===== config.mk =====
export PLATFORM = sky130hd
export DESIGN_NAME = uart_tx_arbiter
export DESIGN_NICKNAME = d
export VERILOG_FILES = /design/src/rtl/uart_pkg.sv /design/src/rtl/sync_fifo.sv /design/src/rtl/uart_tx_arbiter.sv
export SDC_FILE = /design/constraint.sdc
export NUM_CORES = 1
export LEC_CHECK = 0
export CAP_MARGIN = 0
export CELL_PAD_IN_SITES_DETAIL_PLACEMENT = 0
export CELL_PAD_IN_SITES_GLOBAL_PLACEMENT = 1
export CORE_MARGIN = 5
export CORE_UTILIZATION = 56
export CTS_BUF_LIST = sky130_fd_sc_hd__clkbuf_2
export DETAILED_ROUTE_END_ITERATION = 6
export GPL_ROUTABILITY_DRIVEN = 0
export GPL_TIMING_DRIVEN = 0
export PLACE_DENSITY = 0.95
export SLEW_MARGIN = 20
export SYNTH_ARGS = -nofsm -noshare
export SYNTH_HDL_FRONTEND = slang
export SYNTH_SLANG_ARGS = --single-unit

===== constraint.sdc =====
create_clock -name clk -period 6.94 [get_ports clk]
set_input_delay 1.388 -clock clk [delete_from_list [all_inputs] [get_ports clk]]
set_output_delay 1.388 -clock clk [all_outputs]
set_load 0.02 [all_outputs]

===== src/rtl/uart_pkg.sv =====
// Shared types for the UART transmit arbiter: FSM states, source select and round-robin pick.
package uart_pkg;

  typedef enum logic [1:0] {
    IDLE      = 2'd0,
    LAUNCH    = 2'd1,
    WAIT_BUSY = 2'd2,
    WAIT_IDLE = 2'd3
  } tx_state_e;

  typedef enum logic {
    SRC_CPU = 1'b0,
    SRC_DBG = 1'b1
  } src_e;

  localparam int unsigned ByteW = 8;

  // On a tie the source that did not win last time is served; a lone requester always wins.
  function automatic src_e rr_pick(logic cpu_pend, logic dbg_pend, src_e last);
    src_e pick;
    if (cpu_pend && dbg_pend) begin
      pick = (last == SRC_DBG) ? SRC_CPU : SRC_DBG;
    end else if (dbg_pend) begin
      pick = SRC_DBG;
    end else begin
      pick = SRC_CPU;
    end
    return pick;
  endfunction

endpackage


===== src/rtl/sync_fifo.sv =====
// Single-clock FIFO with first-word fall-through read and registered full/empty/level.
module sync_fifo #(
  parameter int unsigned Width = 8,
  parameter int unsigned Depth = 16,
  localparam int unsigned PtrW = $clog2(Depth),
  localparam int unsigned LvlW = $clog2(Depth) + 1
) (
  input  logic             clk_i,
  input  logic             reset_i,
  input  logic             push_i,
  input  logic [Width-1:0] wdata_i,
  input  logic             pop_i,
  output logic [Width-1:0] rdata_o,
  output logic             full_o,
  output logic             empty_o,
  output logic [LvlW-1:0]  level_o
);

  logic [Width-1:0] mem_q [Depth];
  logic [PtrW-1:0]  wptr_q, wptr_d;
  logic [PtrW-1:0]  rptr_q, rptr_d;
  logic [LvlW-1:0]  level_q, level_d;
  logic             full_q, full_d;
  logic             empty_q, empty_d;
  logic             do_push, do_pop;

  // Pointer/level next state; a push into a full FIFO is legal only alongside a pop.
  always_comb begin
    do_pop  = pop_i & ~empty_q;
    do_push = push_i & (~full_q | do_pop);
    wptr_d  = wptr_q;
    rptr_d  = rptr_q;
    level_d = level_q;
    if (do_push) begin
      wptr_d = wptr_q + PtrW'(1);
    end
    if (do_pop) begin
      rptr_d = rptr_q + PtrW'(1);
    end
    unique case ({do_push, do_pop})
      2'b10:   level_d = level_q + LvlW'(1);
      2'b01:   level_d = level_q - LvlW'(1);
      default: level_d = level_q;
    endcase
    full_d  = (level_d == LvlW'(Depth));
    empty_d = (level_d == '0);
  end

  // Control state register, synchronous active-high reset.
  always_ff @(posedge clk_i) begin
    if (reset_i) begin
      wptr_q  <= '0;
      rptr_q  <= '0;
      level_q <= '0;
      full_q  <= 1'b0;
      empty_q <= 1'b1;
    end else begin
      wptr_q  <= wptr_d;
      rptr_q  <= rptr_d;
      level_q <= level_d;
      full_q  <= full_d;
      empty_q <= empty_d;
    end
  end

  // Storage array; contents are don't-care while empty so no reset is needed.
  always_ff @(posedge clk_i) begin
    if (do_push) begin
      mem_q[wptr_q] <= wdata_i;
    end
  end

  assign rdata_o = mem_q[rptr_q];
  assign full_o  = full_q;
  assign empty_o = empty_q;
  assign level_o = level_q;

endmodule


===== src/rtl/uart_tx_arbiter.sv =====
// Arbitrates CPU FIFO bytes and debug-monitor bytes onto a single UART transmit core.
module uart_tx_arbiter
  import uart_pkg::*;
#(
  parameter int unsigned FIFO_DEPTH   = 16,
  parameter int unsigned BUSY_TIMEOUT = 64
) (
  input  logic                        clk,
  input  logic                        reset,
  input  logic                        cpu_wr,
  input  logic [7:0]                  cpu_data,
  output logic                        cpu_full,
  output logic [$clog2(FIFO_DEPTH):0] cpu_level,
  input  logic                        dbg_req,
  input  logic [7:0]                  dbg_data,
  output logic                        dbg_ack,
  output logic [7:0]                  tx_data,
  output logic                        tx_en,
  input  logic                        tx_busy,
  input  logic                        err_clr,
  output logic                        overflow,
  output logic                        tx_timeout,
  output logic                        irq_empty
);

  localparam int unsigned CntW = $clog2(BUSY_TIMEOUT + 1);

  tx_state_e        state_q, state_d;
  src_e             last_q, last_d;
  src_e             grant;
  logic [ByteW-1:0] tx_data_q, tx_data_d;
  logic             dbg_ack_q, dbg_ack_d;
  logic [CntW-1:0]  cnt_q, cnt_d;
  logic             overflow_q, overflow_d;
  logic             tx_timeout_q, tx_timeout_d;
  logic             timeout_set;
  logic             ovf_set;
  logic             fifo_pop;
  logic             fifo_full;
  logic             fifo_empty;
  logic [ByteW-1:0] fifo_rdata;

  sync_fifo #(
    .Width (ByteW),
    .Depth (FIFO_DEPTH)
  ) u_fifo (
    .clk_i   (clk),
    .reset_i (reset),
    .push_i  (cpu_wr),
    .wdata_i (cpu_data),
    .pop_i   (fifo_pop),
    .rdata_o (fifo_rdata),
    .full_o  (fifo_full),
    .empty_o (fifo_empty),
    .level_o (cpu_level)
  );

  // Transfer FSM: grant in IDLE, strobe in LAUNCH, then track the core's busy handshake.
  always_comb begin
    state_d     = state_q;
    last_d      = last_q;
    tx_data_d   = tx_data_q;
    dbg_ack_d   = 1'b0;
    cnt_d       = cnt_q;
    fifo_pop    = 1'b0;
    timeout_set = 1'b0;
    grant       = SRC_CPU;
    unique case (state_q)
      IDLE: begin
        if (!fifo_empty || dbg_req) begin
          grant   = rr_pick(!fifo_empty, dbg_req, last_q);
          last_d  = grant;
          cnt_d   = '0;
          state_d = LAUNCH;
          if (grant == SRC_CPU) begin
            fifo_pop  = 1'b1;
            tx_data_d = fifo_rdata;
          end else begin
            dbg_ack_d = 1'b1;
            tx_data_d = dbg_data;
          end
        end
      end
      LAUNCH: begin
        // The strobe cycle counts towards the busy timeout.
        cnt_d   = cnt_q + CntW'(1);
        state_d = WAIT_BUSY;
      end
      WAIT_BUSY: begin
        if (tx_busy) begin
          state_d = WAIT_IDLE;
        end else if (cnt_q == CntW'(BUSY_TIMEOUT - 1)) begin
          timeout_set = 1'b1;
          state_d     = IDLE;
        end else begin
          cnt_d = cnt_q + CntW'(1);
        end
      end
      WAIT_IDLE: begin
        if (!tx_busy) begin
          state_d = IDLE;
        end
      end
      default: state_d = IDLE;
    endcase
  end

  // Sticky error flags; a set in the same cycle as err_clr wins.
  always_comb begin
    ovf_set      = cpu_wr & fifo_full & ~fifo_pop;
    overflow_d   = overflow_q;
    tx_timeout_d = tx_timeout_q;
    if (err_clr) begin
      overflow_d   = 1'b0;
      tx_timeout_d = 1'b0;
    end
    if (ovf_set) begin
      overflow_d = 1'b1;
    end
    if (timeout_set) begin
      tx_timeout_d = 1'b1;
    end
  end

  // State registers, synchronous active-high reset.
  always_ff @(posedge clk) begin
    if (reset) begin
      state_q      <= IDLE;
      last_q       <= SRC_DBG;
      tx_data_q    <= '0;
      dbg_ack_q    <= 1'b0;
      cnt_q        <= '0;
      overflow_q   <= 1'b0;
      tx_timeout_q <= 1'b0;
    end else begin
      state_q      <= state_d;
      last_q       <= last_d;
      tx_data_q    <= tx_data_d;
      dbg_ack_q    <= dbg_ack_d;
      cnt_q        <= cnt_d;
      overflow_q   <= overflow_d;
      tx_timeout_q <= tx_timeout_d;
    end
  end

  // Gate the strobe with reset so an in-flight LAUNCH cannot fire in the reset cycle.
  assign tx_en      = (state_q == LAUNCH) & ~reset;
  assign tx_data    = tx_data_q;
  assign dbg_ack    = dbg_ack_q;
  assign cpu_full   = fifo_full;
  assign overflow   = overflow_q;
  assign tx_timeout = tx_timeout_q;
  assign irq_empty  = fifo_empty & (state_q == IDLE);

endmodule


==> flow_metrics.tcl, run 1 <==
set metrics [dict create \
    outcome "complete, no violations" \
    via_count 3940 \
    fmax_mhz 232.7 \
    drt_wl_total_mm 13.30 \
    internal-power_w 0.001613 \
    die_height_um 121.3 \
    core_um2 12060 \
    yosysMostFrequentCell "edfxtp_1" \
    cts_buffers 17 \
    worstPathArrival_ns 2.91 \
    end_kind "primary output" \
    path_max_fanout 10 \
    ys_top_cells_by_count "edfxtp_1, dfxtp_1, nor2_1" \
    ys_seq_area_frac 0.6694 \
    fin_skew_ns 0.03311 \
    synth_edf_count 128 \
    ys_ff_latch 168 \
    yosysTopAreaCellShare 0.5540 \
    grt_pass1_vias 3930 \
    nets 529 \
    wl_per_cell_um 19.76 \
    track_usage 0.1953 \
    p_clk_frac 0.181 \
    final.setup.tns_ns 0 \
    postCtsSetupBuffers 0 \
    period_minus_slack_ns 4.298 \
    cts_root_buf "clkbuf_2" \
    std_cell_rows 40 \
    grt_max_degree 17 \
    io_pins 41 \
    pwr-share-comb 0.320 \
    worstRegToRegCells 16 \
    cp-start-kind "input pin" \
    antenna_found_initial 0 \
    synth_warnings 0 \
    syn_inst 433 \
    regToRegStartpoint "state_q[1]" \
    tightest_slew_ns 0.8530 \
    diodes 0 \
    dpl-instance-area_um2 7569 \
    drtIter0Drc 544 \
    holdPathStages 2 \
    setup_viol 0 \
    synthArstFlopShare 0 \
    cts_buffer_depth 2 \
    synth_nets 470 \
    die_x_um 121.3 \
    yosys-top-cells-area "edfxtp_1, dfxtp_1, mux4_2" \
    reg2reg_slack_ns 3.37 \
    cts_tree "yes" \
    dieArea_um2 14710 \
    final-max-slew-violation-count 0 \
    cap_violations 0 \
    finalCritPeriodShare 0.6193 \
    synth.cell_area_um2 6938 \
    switching_share 0.3361 \
    setup.worst_path.class "input pin to primary output" \
    drc 0 \
    avgSynthCellArea_um2 16.02 \
    layout-drive-gt1-share 0.1446 \
    rsz0062_at_grt "no" \
    switchingPower_w 0.0008166 \
    finalHoldViolCount 0 \
    cts_resized 0 \
    firstDrtPassIters 6 \
    initial_core_util 0.5752 \
    leakage_nw 2.560 \
    path_clk_slew_ns 0.22 \
    htreeDepth 4 \
    grt_pass1_wl_mm 21.58 \
    synth_top_area_cell "edfxtp_1" \
    slew_headroom 0.4292 \
    worst_ep_required_time_ns 5.55 \
    fin_area_um2 7760 \
    ant_nets 0 \
    pwr-share-seq 0.498 \
    ir_worst_vdd_mv 0.1585 \
    ys.flop_type "edfxtp_1" \
    clock_sinks 168 \
    synth_cell_types 54 \
    clk_latency_ns 0.72 \
    ctsHoldBuffers 0 \
    area_delta_synth_final_pct 11.85 \
    r2r_end "u_fifo.empty_o" \
    min_path_type "flip-flop to flip-flop" \
    io_buffers 40 \
    hold_start "tx_timeout" \
    min_to "tx_timeout" \
    dp.final_hpwl_mm 9.320 \
    powerDensity_nw_per_um2 313.1 \
    overflow 0 \
    vias_per_cell 5.854 \
]
-- area by class of cell --
class	count	area [um2]
Fill cell	857	4302
Timing Repair Buffer	40	400.4
Inverter	14	52.55
Clock inverter	14	101.3
Buffer	20	118.9
Multi-Input combinational cell	231	2142
Clock buffer	18	90.09
Tap cell	168	210.2
Sequential cell	168	4644
-- per-layer routing --
metal  share of wire  global-route usage  routed length, um  up-vias
li1                -                   -                  -     1812
met3           0.082             0.05175               1089       17
met5               0                   0                  0        -
met1            0.41              0.2734               5514     1940
met4           0.011             0.04692                150        0
met2            0.49              0.3088               6542      171
-- critical path, stage by stage --
cell             delay [ns]
clkdlybuf4s50_1        0.48
clkbuf_1               0.37
nor2b_1                0.12
clkdlybuf4s50_1        0.56
-- sequential cells by signal, indices dropped and copies added, names as in the netlist, named ones only --
name / cells
tx_data: 8
last_q: 1
u_fifo.empty_o: 1
u_fifo.rptr_q: 4
u_fifo.wptr_q: 4
u_fifo.full_o: 1
cnt_q: 7
overflow: 1
tx_timeout: 1
u_fifo.level_o: 5
u_fifo.mem_q: 128
state_q: 2
dbg_ack: 1
-- how the worst max path moves through the flow --
stage | startpoint | endpoint | slack (ns) | cells past startpoint
after floorplan | dbg_req | u_fifo.empty_o | 3.29 | 15
after global placement | dbg_req | u_fifo.empty_o | 2.42 | 16
after detailed placement | dbg_req | u_fifo.empty_o | 2.39 | 16
after CTS | reset | tx_en | 2.63 | 4
after global routing | reset | tx_en | 2.55 | 4
final | reset | tx_en | 2.64 | 4
-- kinds of logic (layout without fill, tap and decap cells) --
logic type,Yosys count,count (layout),share of synthesized area
adder cells (fa/ha/maj),15,15,0.02705
multiplexers,55,55,0.1408
XOR/XNOR,10,10,0.01262
AND/OR/NAND/NOR,92,92,0.06474
AO/OA/AOI/OAI,59,59,0.06059
flip-flops,168,168,0.6694
buffers and inverters,34,106,0.02471
-- placed cells by master, fill, tap and decap left out, types with 2 or more instances in the layout --
master / instances
inv_1: 13
nand2_1: 15
clkbuf_1: 7
nor2_1: 35
o32ai_1: 4
inv_6: 3
buf_2: 4
xnor2_1: 3
o211ai_1: 2
o31ai_1: 2
o22a_1: 7
a22oi_1: 7
buf_4: 3
ha_1: 15
clkbuf_2: 18
clkdlybuf4s50_1: 40
mux2i_1: 23
clkinv_1: 3
and2_1: 4
a211oi_1: 3
nand3_1: 10
mux4_2: 25
o21ai_0: 9
nor2b_1: 4
nor3_2: 4
clkinv_4: 4
a21oi_1: 12
o21ai_1: 2
nand3b_1: 2
dfxtp_1: 40
nor3_1: 2
clkinv_2: 2
edfxtp_1: 128
nor3b_1: 2
mux4_1: 7
xor2_1: 7
nand2b_1: 5
clkinvlp_4: 3
buf_1: 3
and3_1: 2
-- power groups by stage --
| stage | combinational [W] | sequential [W] | clock [W] |
|---|---|---|---|
| 2_1_floorplan | 0.000511 | 0.00126 | 0 |
| 3_3_place_gp | 0.000757 | 0.00123 | 0 |
| 3_5_place_dp | 0.000778 | 0.00123 | 0 |
| 5_1_grt | 0.000853 | 0.00122 | 0.000489 |
| 6_report | 0.000778 | 0.00121 | 0.000441 |
| 4_1_cts | 0.000781 | 0.00121 | 0.000446 |
-- stage by stage --
step | setup WS [ns] | std cells | hold WS (ns) | utilization | total power (W)
after floorplan | 3.291 | 433 | 0.4488 | - | 0.001771
after global routing | 2.549 | 673 | 0.5227 | 0.6434 | 0.002564
after CTS | 2.631 | 673 | 0.4878 | 0.6434 | 0.002438
final | 2.642 | 673 | 0.4828 | 0.6434 | 0.002430
after global placement | 2.422 | 641 | 0.4585 | 0.6258 | 0.001983
after detailed placement | 2.390 | 641 | 0.4609 | 0.6275 | 0.002011
Power figures use the tool's default switching activity.
==> run 2, diff against run 1 <==
--- a/config.mk
+++ b/config.mk
@@ -9,12 +9,12 @@
 export CELL_PAD_IN_SITES_DETAIL_PLACEMENT = 0
 export CELL_PAD_IN_SITES_GLOBAL_PLACEMENT = 1
 export CORE_MARGIN = 5
-export CORE_UTILIZATION = 56
+export CORE_UTILIZATION = 47
 export CTS_BUF_LIST = sky130_fd_sc_hd__clkbuf_2
 export DETAILED_ROUTE_END_ITERATION = 6
 export GPL_ROUTABILITY_DRIVEN = 0
 export GPL_TIMING_DRIVEN = 0
-export PLACE_DENSITY = 0.95
+export PLACE_DENSITY = 0.88
 export SLEW_MARGIN = 20
 export SYNTH_ARGS = -nofsm -noshare
 export SYNTH_HDL_FRONTEND = slang
==> constraint.sdc (replaced) <==
create_clock -name clk -period 3.78 [get_ports clk]
set_input_delay 0.756 -clock clk [delete_from_list [all_inputs] [get_ports clk]]
set_output_delay 0.756 -clock clk [all_outputs]
set_load 0.02 [all_outputs]
==> run 2 against run 1 <==
  * Clock power grew 100%
  * Via count shrank 0.48%
  * Total power grew 87%
  * Highest routed layer unchanged
==> flow_metrics.tcl, run 2 (synthesis results as in run 1) <==
set metrics [dict create \
    cts_root_buf "clkbuf_2" \
    worstPathCellList "inv_1 > ha_1 > nand2b_1 > o21ai_2 > and2_1 > buf_2 > inv_1 > ha_1 > buf_2 > xor2_1 > ha_1 > a21oi_1 > mux2i_1 > xor2_1 > o311ai_1 > a21oi_1" \
    nets 529 \
    dpl-instance-area_um2 7589 \
    worst_ep_required_time_ns 4.44 \
    dp.final_hpwl_mm 9.340 \
    cp.depth 16 \
    drc 0 \
    worstPathArrival_ns 4.10 \
    largest_reg_flops 128 \
    layout_common_cells "edfxtp_1, dfxtp_1, clkdlybuf4s50_1, nor2_1, mux4_2" \
    grt_pass1_vias 3931 \
    holdPathStages 2 \
    grt_max_degree 17 \
    startpoint "state_q[0]" \
    firstDrtPassIters 5 \
    outcome "complete, no violations" \
    track_usage 0.1602 \
    initial_core_util 0.4792 \
    ant_nets 0 \
    cp_common_cell "ha_1" \
    antenna_found_initial 0 \
    wl_per_cell_um 19.95 \
    n_fill_cell 1170 \
    finalCritPeriodShare 0.9106 \
    via_count 3921 \
    leakage_nw 2.586 \
    cts_buffers 17 \
    end_kind "flip-flop" \
    clock_sinks 168 \
    layout_commonest_cell "edfxtp_1" \
    regToRegStartpoint "state_q[0]" \
    area_delta_synth_final_pct 12.66 \
    clk_latency_ns 0.70 \
    r2r_end "u_fifo.empty_o" \
    path_max_fanout 9 \
    cts_tree "yes" \
    rsz0062_at_grt "no" \
    setup_viol 0 \
    multiInputGateArea_um2 2146 \
    regMostFlops "u_fifo.mem_q" \
    layout-drive-gt1-share 0.1505 \
    cpLargestDelayFamily "compound AO/OA/AOI/OAI gates" \
    path_clk_slew_ns 0.25 \
    reg2reg_slack_ns 0.34 \
    cap_violations 0 \
    overflow 0 \
    critPathMaxStageDelay_ns 0.41 \
    ir_worst_vdd_mv 0.3445 \
    cp-start-kind "flip-flop" \
    htreeDepth 4 \
    crit_buf_inv 4 \
    io_buffers 40 \
    tightest_slew_ns 0.9502 \
    min_path_type "flip-flop to flip-flop" \
    fin_skew_ns 0.02936 \
    final-max-slew-violation-count 0 \
    grt_pass1_wl_mm 21.51 \
    diodes 0 \
    critical-path-slowest-cell "dfxtp_1" \
    worstRegToRegCells 16 \
    die_height_um 131.5 \
    io_pins 41 \
    finalHoldViolCount 0 \
    die_x_um 131.5 \
    core_um2 14480 \
    std_cell_rows 44 \
    postCtsSetupBuffers 0 \
    fin_area_um2 7816 \
    fin_util 0.5398 \
    register_area_um2 4644 \
    period_minus_slack_ns 3.442 \
    drtIter0Drc 313 \
    cts_buffer_depth 2 \
    endpoint "u_fifo.empty_o" \
    dieArea_um2 17290 \
    setup.worst_path.class "flip-flop to flip-flop" \
    powerDensity_nw_per_um2 580.7 \
    fmax_mhz 290.5 \
    vias_per_cell 5.691 \
    slew_headroom 0.3642 \
    drt_wl_total_mm 13.75 \
]
run 2: cell types whose count changed in the layout (fill, tap and decap cells not counted), sizes merged:
cell,change
clkinv,-1
bufinv,+1
clkinvlp,-2
inv,+3
clkbuf,-1
run 2: power breakdown:
part	switching (W)	internal (W)	total, W
logic	0.000760	0.000666	0.00143
clock network	0.000634	0.000252	0.000886
registers	0.000109	0.00212	0.00223
total	0.00150	0.00304	0.00454
run 2: how the worst min path moves through the flow:
| stage | startpoint | end |
|---|---|---|
| after floorplan | cnt_q[1] | cnt_q[1] |
| after global placement | overflow | overflow |
| after detailed placement | tx_timeout | tx_timeout |
| after CTS | tx_timeout | tx_timeout |
| after global routing | tx_timeout | tx_timeout |
| final | tx_timeout | tx_timeout |
run 2: cell type report:
cell class	instances	share of cell area
Sequential cell	168	0.5942
Multi-Input combinational cell	231	0.2745
Timing Repair Buffer	40	0.05122
Tap cell	184	0.02945
Clock inverter	15	0.01777
Buffer	20	0.01521
Clock buffer	17	0.01089
Inverter	14	0.006723
run 2: through the flow:
step / total power, W / hold WS, ns / cells / setup WS [ns] / TNS (ns)
final: 0.004539 / 0.4896 / 689 / 0.3378 / 0
after global routing: 0.004797 / 0.5192 / 689 / 0.02108 / 0
after detailed placement: 0.003691 / 0.4676 / 657 / -0.1208 / -0.2357
after global placement: 0.003649 / 0.4587 / 657 / -0.04742 / -0.04742
after CTS: 0.004578 / 0.4961 / 689 / 0.3049 / 0
after floorplan: 0.003252 / 0.4488 / 433 / 0.7629 / 0
run 2: routing by layer:
metal,GRT usage,wire length (um),part of all wire,up-vias
li1,-,-,-,1804
met1,0.2039,5643,0.41,1954
met2,0.2678,6918,0.50,145
met3,0.04855,955,0.069,18
met4,0.04514,231,0.017,0
met5,0,0,0,-
run 2: what timing repair did:
item	in CTS	in global routing
hold buffers	0	0
hold endpoints to repair	0	0
resized for setup	0	1
setup endpoints to repair	0	1
run 2: worst min-delay path, stage by stage, from the launching register on:
cell	delay (ns)
dfxtp_1	0.37
nand2b_1	0.07
a21oi_1	0.05
==> run 3, diff against run 2 <==
--- a/config.mk
+++ b/config.mk
@@ -5,7 +5,6 @@
 export SDC_FILE = /design/constraint.sdc
 export NUM_CORES = 1
 export LEC_CHECK = 0
-export CAP_MARGIN = 0
 export CELL_PAD_IN_SITES_DETAIL_PLACEMENT = 0
 export CELL_PAD_IN_SITES_GLOBAL_PLACEMENT = 1
 export CORE_MARGIN = 5
==> results of run 3 <==
The final DEF is identical to that of run 2; final timing and power are the same.
